File: src/rtl/centroid_mux_seq.sv
// rtl/centroid_mux_seq.sv - N-channel registered selector with single/sweep modes and valid/ready handshakes
module centroid_mux_seq #(
    parameter int NUM_CH = 3,
    parameter int DATA_W = 6,
    parameter int SEL_W  = 2
) (
    input  logic                     clk,
    input  logic                     rst_n,
    input  logic [NUM_CH*DATA_W-1:0] in_flat,
    input  logic                     req_valid,
    output logic                     req_ready,
    input  logic                     req_mode,
    input  logic [SEL_W-1:0]         req_sel,
    output logic                     out_valid,
    input  logic                     out_ready,
    output logic [DATA_W-1:0]        out_data,
    output logic [SEL_W-1:0]         out_idx,
    output logic                     out_last,
    output logic                     out_err,
    output logic                     busy
);

    localparam logic [SEL_W:0]   NUM_CH_W = (SEL_W+1)'(NUM_CH);
    localparam logic [SEL_W-1:0] LAST_IDX = SEL_W'(NUM_CH - 1);

    typedef enum logic {S_IDLE, S_EMIT} state_t;

    state_t              r_state;
    state_t              w_state_nxt;
    logic [DATA_W-1:0]   r_data;
    logic [SEL_W-1:0]    r_idx;
    logic                r_last;
    logic                r_err;
    logic                r_mode;

    logic                w_accept;
    logic                w_advance;
    logic                w_load;
    logic                w_load_mode;
    logic [SEL_W-1:0]    w_load_idx;
    logic                w_load_err;
    logic                w_load_last;
    logic [DATA_W-1:0]   w_ch_data;

    assign w_accept  = req_valid & req_ready;
    assign w_advance = out_valid & out_ready & ~r_last;
    assign w_load    = w_accept | w_advance;

    // One shared load path: a fresh request in IDLE, or the next sweep beat in EMIT.
    assign w_load_mode = (r_state == S_IDLE) ? req_mode : r_mode;
    assign w_load_idx  = (r_state == S_IDLE) ? (req_mode ? '0 : req_sel)
                                             : r_idx + SEL_W'(1);
    assign w_load_err  = ~w_load_mode & ({1'b0, w_load_idx} >= NUM_CH_W);
    assign w_load_last = ~w_load_mode | (w_load_idx == LAST_IDX);

    // Indices with no matching channel fall through to zero data.
    always_comb begin
        w_ch_data = '0;
        for (int k = 0; k < NUM_CH; k++) begin
            if (w_load_idx == SEL_W'(k)) begin
                w_ch_data = in_flat[k*DATA_W +: DATA_W];
            end
        end
    end

    always_ff @(posedge clk) begin
        if (!rst_n) begin
            r_state <= S_IDLE;
        end else begin
            r_state <= w_state_nxt;
        end
    end

    always_comb begin
        w_state_nxt = r_state;
        case (r_state)
            S_IDLE:  if (w_accept) w_state_nxt = S_EMIT;
            S_EMIT:  if (out_ready && r_last) w_state_nxt = S_IDLE;
            default: w_state_nxt = S_IDLE;
        endcase
    end

    always_comb begin
        req_ready = (r_state == S_IDLE);
        busy      = (r_state != S_IDLE);
        out_valid = (r_state == S_EMIT);
    end

    always_ff @(posedge clk) begin
        if (!rst_n) begin
            r_data <= '0;
            r_idx  <= '0;
            r_last <= 1'b0;
            r_err  <= 1'b0;
            r_mode <= 1'b0;
        end else begin
            if (w_load) begin
                r_data <= w_ch_data;
                r_idx  <= w_load_idx;
                r_last <= w_load_last;
                r_err  <= w_load_err;
            end
            if (w_accept) begin
                r_mode <= req_mode;
            end
        end
    end

    assign out_data = r_data;
    assign out_idx  = r_idx;
    assign out_last = r_last;
    assign out_err  = r_err;

endmodule

File: config.mk
export PLATFORM = sky130hd
export DESIGN_NAME = centroid_mux_seq
export DESIGN_NICKNAME = d
export VERILOG_FILES = /design/src/rtl/centroid_mux_seq.sv
export SDC_FILE = /design/constraint.sdc
export NUM_CORES = 1
export LEC_CHECK = 0
export ABC_AREA = 1
export CAP_MARGIN = 20
export CORE_MARGIN = 2
export CORE_UTILIZATION = 37
export CTS_CLUSTER_SIZE = 16
export DETAILED_ROUTE_END_ITERATION = 6
export PLACE_DENSITY = 0.78
export SETUP_SLACK_MARGIN = 0.3
export SYNTH_ARGS = -nofsm -noshare
export SYNTH_HDL_FRONTEND = slang
export SYNTH_SLANG_ARGS = --single-unit
File: constraint.sdc
create_clock -name clk -period 1.6 [get_ports clk]
set_input_delay 0.32 -clock clk [delete_from_list [all_inputs] [get_ports clk]]
set_output_delay 0.32 -clock clk [all_outputs]
set_load 0.02 [all_outputs]
==> results_dict.tcl, run 1 <==
set metrics [dict create \
    status "complete, no violations" \
    synth_xor_area_share_pct 0 \
    vias 861 \
    syn_inst 111 \
    ff2ff_setup_slack_ns 0.40 \
    r2r_cells 8 \
    hold_end "out_err$_SDFFE_PN0P_" \
    cts.clk_slew.worst_paths_ns 0.08 \
    synth_edf_count 0 \
    cp_top_family "flip-flops" \
    switchingPower_mw 0.332 \
    clock_latency_ns 0.28 \
    synthFlopType "dfxtp_1" \
    synthMuxAreaShare_pct 0 \
    grt_max_degree 9 \
    grt.total_usage_pct 19.3 \
    grt_overflow 0 \
    synth-compound-area-share_pct 12.9 \
    arrival_ns 0.96 \
    post-route-min-period_ns 1.28 \
    r2r-end "out_data[1]$_SDFFE_PN0P_" \
    place_congestion 0.793 \
    placedCellCount 179 \
    critPathKind "reg2out" \
    via_per_inst 4.70 \
    slowest_delay_ns 0.41 \
    swShare_pct 33.6 \
    cts_buffers 3 \
    drv_slew 0 \
    postRouteAntennaNets 0 \
    synthAdderAreaFrac_pct 0 \
    htreeDepth 1 \
    cp_data_required_time_ns 1.28 \
    final_cells 183 \
    fill_cells 167 \
    r2r_start "busy$_SDFF_PN0_" \
    clockBufferDepth 2 \
    boundaryPins 38 \
    ctsHoldBuffers 0 \
    fp.dieH_um 46.8 \
    syn_area_um2 678 \
    die_w_um 46.8 \
    antenna_cells 0 \
    io_buffer_count 37 \
    p_int_mw 0.656 \
    finalHoldViolCount 0 \
    tritoncts "done" \
    hold_start "out_err$_SDFFE_PN0P_" \
    hold_ws_ns 0.476 \
    firstDrtPassIters 4 \
    crit_buf_inv 1 \
    finalClockSkew_ns 0.00639 \
    crit_path_end_kind "primary output" \
    syn2layout_area_growth_pct 79.7 \
    post-route-drc-count 0 \
    p_seq_share_pct 35.9 \
    synthTopCellsByCount "nand2_1, nand3_1, inv_1" \
    synth.top_cell.area_share_pct 35.4 \
    start_util_pct 39.3 \
    multiInputGateArea_um2 383 \
    combPwrFrac_pct 39.2 \
    grt_pass1_vias 780 \
    post-route-util_pct 70.6 \
    cts_root_buf "clkbuf_4" \
    yosysMostFrequentCell "nand2_1" \
    max-vdd-ir-drop_v 0.000559 \
    drive_gt1_share_pct 19.0 \
    crit_fanout 8 \
    synthSimpleGateAreaFrac_pct 38.7 \
    crit_cells 1 \
    clockPowerShare_pct 24.9 \
    nets 184 \
    core_area_um2 1730 \
    p_leak_nw 0.612 \
    ys_seq_area_share_pct 35.4 \
    synth_area_per_cell_um2 6.11 \
    layout_setup_ws_ns 0.323 \
    dp_hpwl_mm 1.53 \
    rsz0062_at_grt "yes" \
    hold-path-cell-count 2 \
    ys_types 13 \
    tightest_slew_ns 0.260 \
    post_cts_buffers 0 \
    synth_top_family_by_area "simple AND/OR/NAND/NOR gates" \
    slew_headroom_pct 82.6 \
    async_flop_share_pct 0 \
    rows 15 \
    pre_cts_slack_ns -0.0436 \
    cap_violations 0 \
    final-setup-viol-count 0 \
    power_density_nw_per_um2 811 \
    synth_fp_nets 136 \
    path_cells "clkdlybuf4s15_2" \
    ys_ff_latch 12 \
    clock-sinks 12 \
    drtIter0Drc 13 \
    crit_path_top_delay_cell "dfxtp_4" \
    seq_area_um2 245 \
    ys.warnings.count 0 \
    grt_antenna_before_repair 0 \
    fmax_ghz 0.783 \
    die_area_um2 2190 \
    period_share_pct 79.8 \
    finalPower_mw 0.988 \
    start_kind "flip-flop" \
    hold_class "reg2reg" \
    wl_mm 1.93 \
    synth.largest_area_cell "dfxtp_1" \
    routedWlPerCell_um 10.6 \
    synthTopCellsByArea "dfxtp_1, nand2_1, nand3_1, inv_1, a21oi_1" \
    grt_pass1_wl_mm 3.00 \
]
## cells by family (layout without fill, tap and decap cells)
kind of cell | count (synthesis) | count (layout)
compound gates | 16 | 16
buf+inv | 22 | 69
flops | 12 | 12
simple gates | 61 | 61
## state kept, by name, summed over array words and instances (netlist names)
register / cells
out_data: 6
out_err: 1
r_mode: 1
out_idx: 2
out_last: 1
busy: 1
## layout by cell type (no fill, tap or decap)
master           instances
inv_1                   17
inv_2                    3
dfxtp_1                 10
clkbuf_8                 1
clkdlybuf4s15_2          4
o21ai_0                  7
nor2_4                   1
nand2_1                 32
nand2_2                  3
clkbuf_4                 3
a221oi_1                 2
clkbuf_2                 1
nor2_1                   3
nand2_4                  3
clkdlybuf4s15_1          3
dfxtp_2                  1
clkdlybuf4s50_1         23
nand3_2                  1
dlygate4sd2_1            6
nand3_1                 18
dfxtp_4                  1
buf_4                    6
a21oi_1                  7
buf_12                   2
## power groups by stage
stage | sequential [mW] | combinational (mW) | clock [mW]
finish | 0.355 | 0.387 | 0.246
global route | 0.359 | 0.426 | 0.260
CTS | 0.353 | 0.378 | 0.255
detailed placement | 0.361 | 0.392 | 0
global placement | 0.359 | 0.385 | 0
floorplan | 0.395 | 0.158 | 0
## per-stage QoR
| stage | area (µm²) | TNS, ns |
|---|---|---|
| floorplan | 679 | 0 |
| detailed placement | 1150 | -0.197 |
| finish | 1220 | 0 |
| global placement | 1150 | -0.0400 |
| global route | 1220 | 0 |
| CTS | 1190 | 0 |
## repair_timing
action                                  CTS  global route
pin swaps                                 3             0
resized for setup                        25            12
endpoints found under the setup margin   20            13
## routing by layer
metal	up-vias	track usage (%)	wire, µm
met5	-	0	0
met4	0	8.33	18
met1	385	21.8	802
met3	2	3.46	109
li1	446	-	-
met2	28	35.3	1000
## worst max path at each step
stage,start,end,slack [ns]
2_1_floorplan,out_idx[0]$_SDFFE_PN0P_,out_last$_SDFFE_PN0P_,0.34
3_3_place_gp,req_mode,out_data[0]$_SDFFE_PN0P_,-0.01
3_5_place_dp,req_mode,out_data[3]$_SDFFE_PN0P_,-0.04
4_1_cts,busy$_SDFF_PN0_,req_ready,0.21
5_1_grt,busy$_SDFF_PN0_,out_valid,0.29
6_report,busy$_SDFF_PN0_,busy,0.32
## layout make-up
class                           instances  area share (%)
Clock buffer                            4            2.98
Inverter                               20            6.16
Multi-Input combinational cell         77            31.4
Sequential cell                        12            20.1
Tap cell                               25            2.57
Timing Repair Buffer                   45            36.8
No activity file was read; power rests on OpenSTA's default activity.
==> run 2: changes to the inputs <==
- CORE_UTILIZATION: 37 -> 33
- PLACE_DENSITY: 0.78 -> 0.73
- clock period: 1.6 -> 1.03 ns (I/O delays scaled with it)
==> run 2 against run 1 <==
The run now ends with negative setup slack left. Via count is 8.7% higher. Cell count up 6.6%. Cell area increased by 20%. Register-to-register slack lost 0.56 ns. Highest routed layer is now met3. Die area is 11% higher. First-iteration DRC count fell by 62%. Sequential share of layout area down 2.3 points. Clock power up 55%.
==> results_dict.tcl, run 2 (same netlist as run 1, synthesis figures left out) <==
set metrics [dict create \
    status "finished with violations" \
    violations "negative setup slack" \
    r2r_start "busy$_SDFF_PN0_" \
    cp_top_family "simple AND/OR/NAND/NOR gates" \
    crit_buf_inv 2 \
    firstDrtPassIters 4 \
    grt_pass1_vias 950 \
    rows 16 \
    final_cells 195 \
    core_area_um2 1940 \
    post-route-drc-count 0 \
    hold-path-cell-count 2 \
    grt_pass1_wl_mm 3.77 \
    fp.dieH_um 49.3 \
    finalClockSkew_ns 0.00326 \
    layout_common_cells "nand2_1, clkdlybuf4s50_1, nand3_1" \
    start_kind "input pin" \
    clock-sinks 12 \
    drtIter0Drc 5 \
    die_w_um 49.3 \
    hold_end "r_mode$_SDFFE_PN0P_" \
    cts_root_buf "clkbuf_4" \
    tritoncts "done" \
    boundaryPins 38 \
    syn2layout_area_growth_pct 116 \
    htreeDepth 1 \
    max-vdd-ir-drop_v 0.00136 \
    cts.clk_slew.worst_paths_ns 0.08 \
    critPathKind "in2reg" \
    grt_overflow 0 \
    crit_fanout 8 \
    post-route-util_pct 75.4 \
    hold_start "r_mode$_SDFFE_PN0P_" \
    placedCellCount 189 \
    crit_path_end_kind "flip-flop" \
    wl_mm 2.25 \
    slew_headroom_pct 84.5 \
    layout_setup_ws_ns -0.167 \
    drv_slew 0 \
    largest_reg_flops 6 \
    hold_class "reg2reg" \
    io_buffer_count 37 \
    via_per_inst 4.80 \
    antenna_cells 0 \
    path_cells "clkdlybuf4s50_1 > nor2_4 > nand2_4 > nand2_8 > inv_4 > nand2_1 > nand2_1 > nand2_1 > a21oi_1" \
    fill_cells 161 \
    die_area_um2 2430 \
    cts_buffers 3 \
    hold_ws_ns 0.494 \
    postRouteAntennaNets 0 \
    cp_data_required_time_ns 1.19 \
    cp_common_cell "nand2_1" \
    p_leak_nw 0.694 \
    mostFrequentLayoutCell "nand2_1" \
    clockBufferDepth 2 \
    grt_max_degree 9 \
    r2r-end "out_last$_SDFFE_PN0P_" \
    place_congestion 0.784 \
    power_density_nw_per_um2 1200 \
    drive_gt1_share_pct 41.1 \
    arrival_ns 1.36 \
    start_util_pct 34.9 \
    cap_violations 0 \
    slowest_delay_ns 0.45 \
    tightest_slew_ns 0.231 \
    rsz0062_at_grt "yes" \
    crit_path_top_delay_cell "clkdlybuf4s50_1" \
    period_share_pct 116 \
    fmax_ghz 0.835 \
    grt_antenna_before_repair 0 \
    post-route-min-period_ns 1.20 \
    finalHoldViolCount 0 \
    routedWlPerCell_um 11.5 \
    final-setup-viol-count 15 \
    grt.total_usage_pct 19.6 \
    clock_latency_ns 0.27 \
    nets 194 \
    dp_hpwl_mm 1.71 \
    r2r_cells 8 \
    ff2ff_setup_slack_ns -0.16 \
    vias 936 \
]
[run 2: cell count changes in the layout (fill, tap and decap cells not counted), sizes merged]
cell           change
dlygate4sd2        -6
clkbuf             -1
nand2              +1
clkdlybuf4s15      -7
buf               +22
clkdlybuf4s50      +1
[run 2: routing by layer]
layer / vias to the layer above / GRT usage [%] / share of wire, %
li1: 471 / - / -
met1: 433 / 18.8 / 37
met2: 32 / 40.3 / 56
met3: 0 / 6.75 / 6.9
met4: 0 / 1.43 / 0
met5: - / 0 / 0
[run 2: worst max path at each step]
stage / from / end / slack [ns] / depth (start not counted)
4_1_cts: busy$_SDFF_PN0_ / out_data[2]$_SDFFE_PN0P_ / -0.17 / 8
5_1_grt: busy$_SDFF_PN0_ / out_last$_SDFFE_PN0P_ / -0.23 / 8
6_report: req_mode / out_last$_SDFFE_PN0P_ / -0.17 / 9
2_1_floorplan: busy$_SDFF_PN0_ / out_data[0]$_SDFFE_PN0P_ / -0.08 / 8
3_5_place_dp: req_mode / out_data[2]$_SDFFE_PN0P_ / -0.44 / 9
3_3_place_gp: req_mode / out_data[4]$_SDFFE_PN0P_ / -0.42 / 9
[run 2: metrics by stage]
step           total power, mW  area [µm²]  setup WS [ns]  TNS, ns
3_5_place_dp              1.25        1270         -0.443    -6.11
6_report                  1.76        1460         -0.167    -1.57
2_1_floorplan            0.903         742        -0.0777   -0.587
4_1_cts                   1.72        1390         -0.168    -1.68
3_3_place_gp              1.24        1270         -0.424    -5.85
5_1_grt                   1.86        1460         -0.233    -2.48
[run 2: worst reg2reg max path, cell delays in order, from the launching register on]
cell and delay [ns]:
dfxtp_4 0.40, nor2_4 0.15, nand2_4 0.12, nand2_8 0.11, inv_4 0.06, nand2_1 0.08
nand2_1 0.06, nand2_1 0.06, a21oi_1 0.05
[run 2: power by group]
part | internal [mW] | switching [mW] | total, mW
clock | 0.215 | 0.167 | 0.382
sequential | 0.523 | 0.0540 | 0.577
combinational | 0.409 | 0.391 | 0.800
[run 2: area by class of cell]
| cell class | count | area (µm²) | area share (%) |
|---|---|---|---|
| repair buffers | 54 | 542 | 37.0 |
| multi-input cells | 78 | 504 | 34.4 |
| flip-flops and latches | 12 | 260 | 17.8 |
| inverters | 20 | 87.6 | 5.98 |
| clock buffers | 4 | 36.3 | 2.48 |
| well taps | 27 | 33.8 | 2.31 |
[run 2: timing repair]
action	CTS	global route
hold buffers	0	0
setup buffers	1	0
setup endpoints to repair	25	25
gates cloned	1	0
pin swaps	8	10
resized for setup	88	24
==> run 3: changes to the inputs <==
- GPL_ROUTABILITY_DRIVEN: default -> 0
==> results of run 3 <==
Final layout, timing and power as in run 2 (identical DEF).
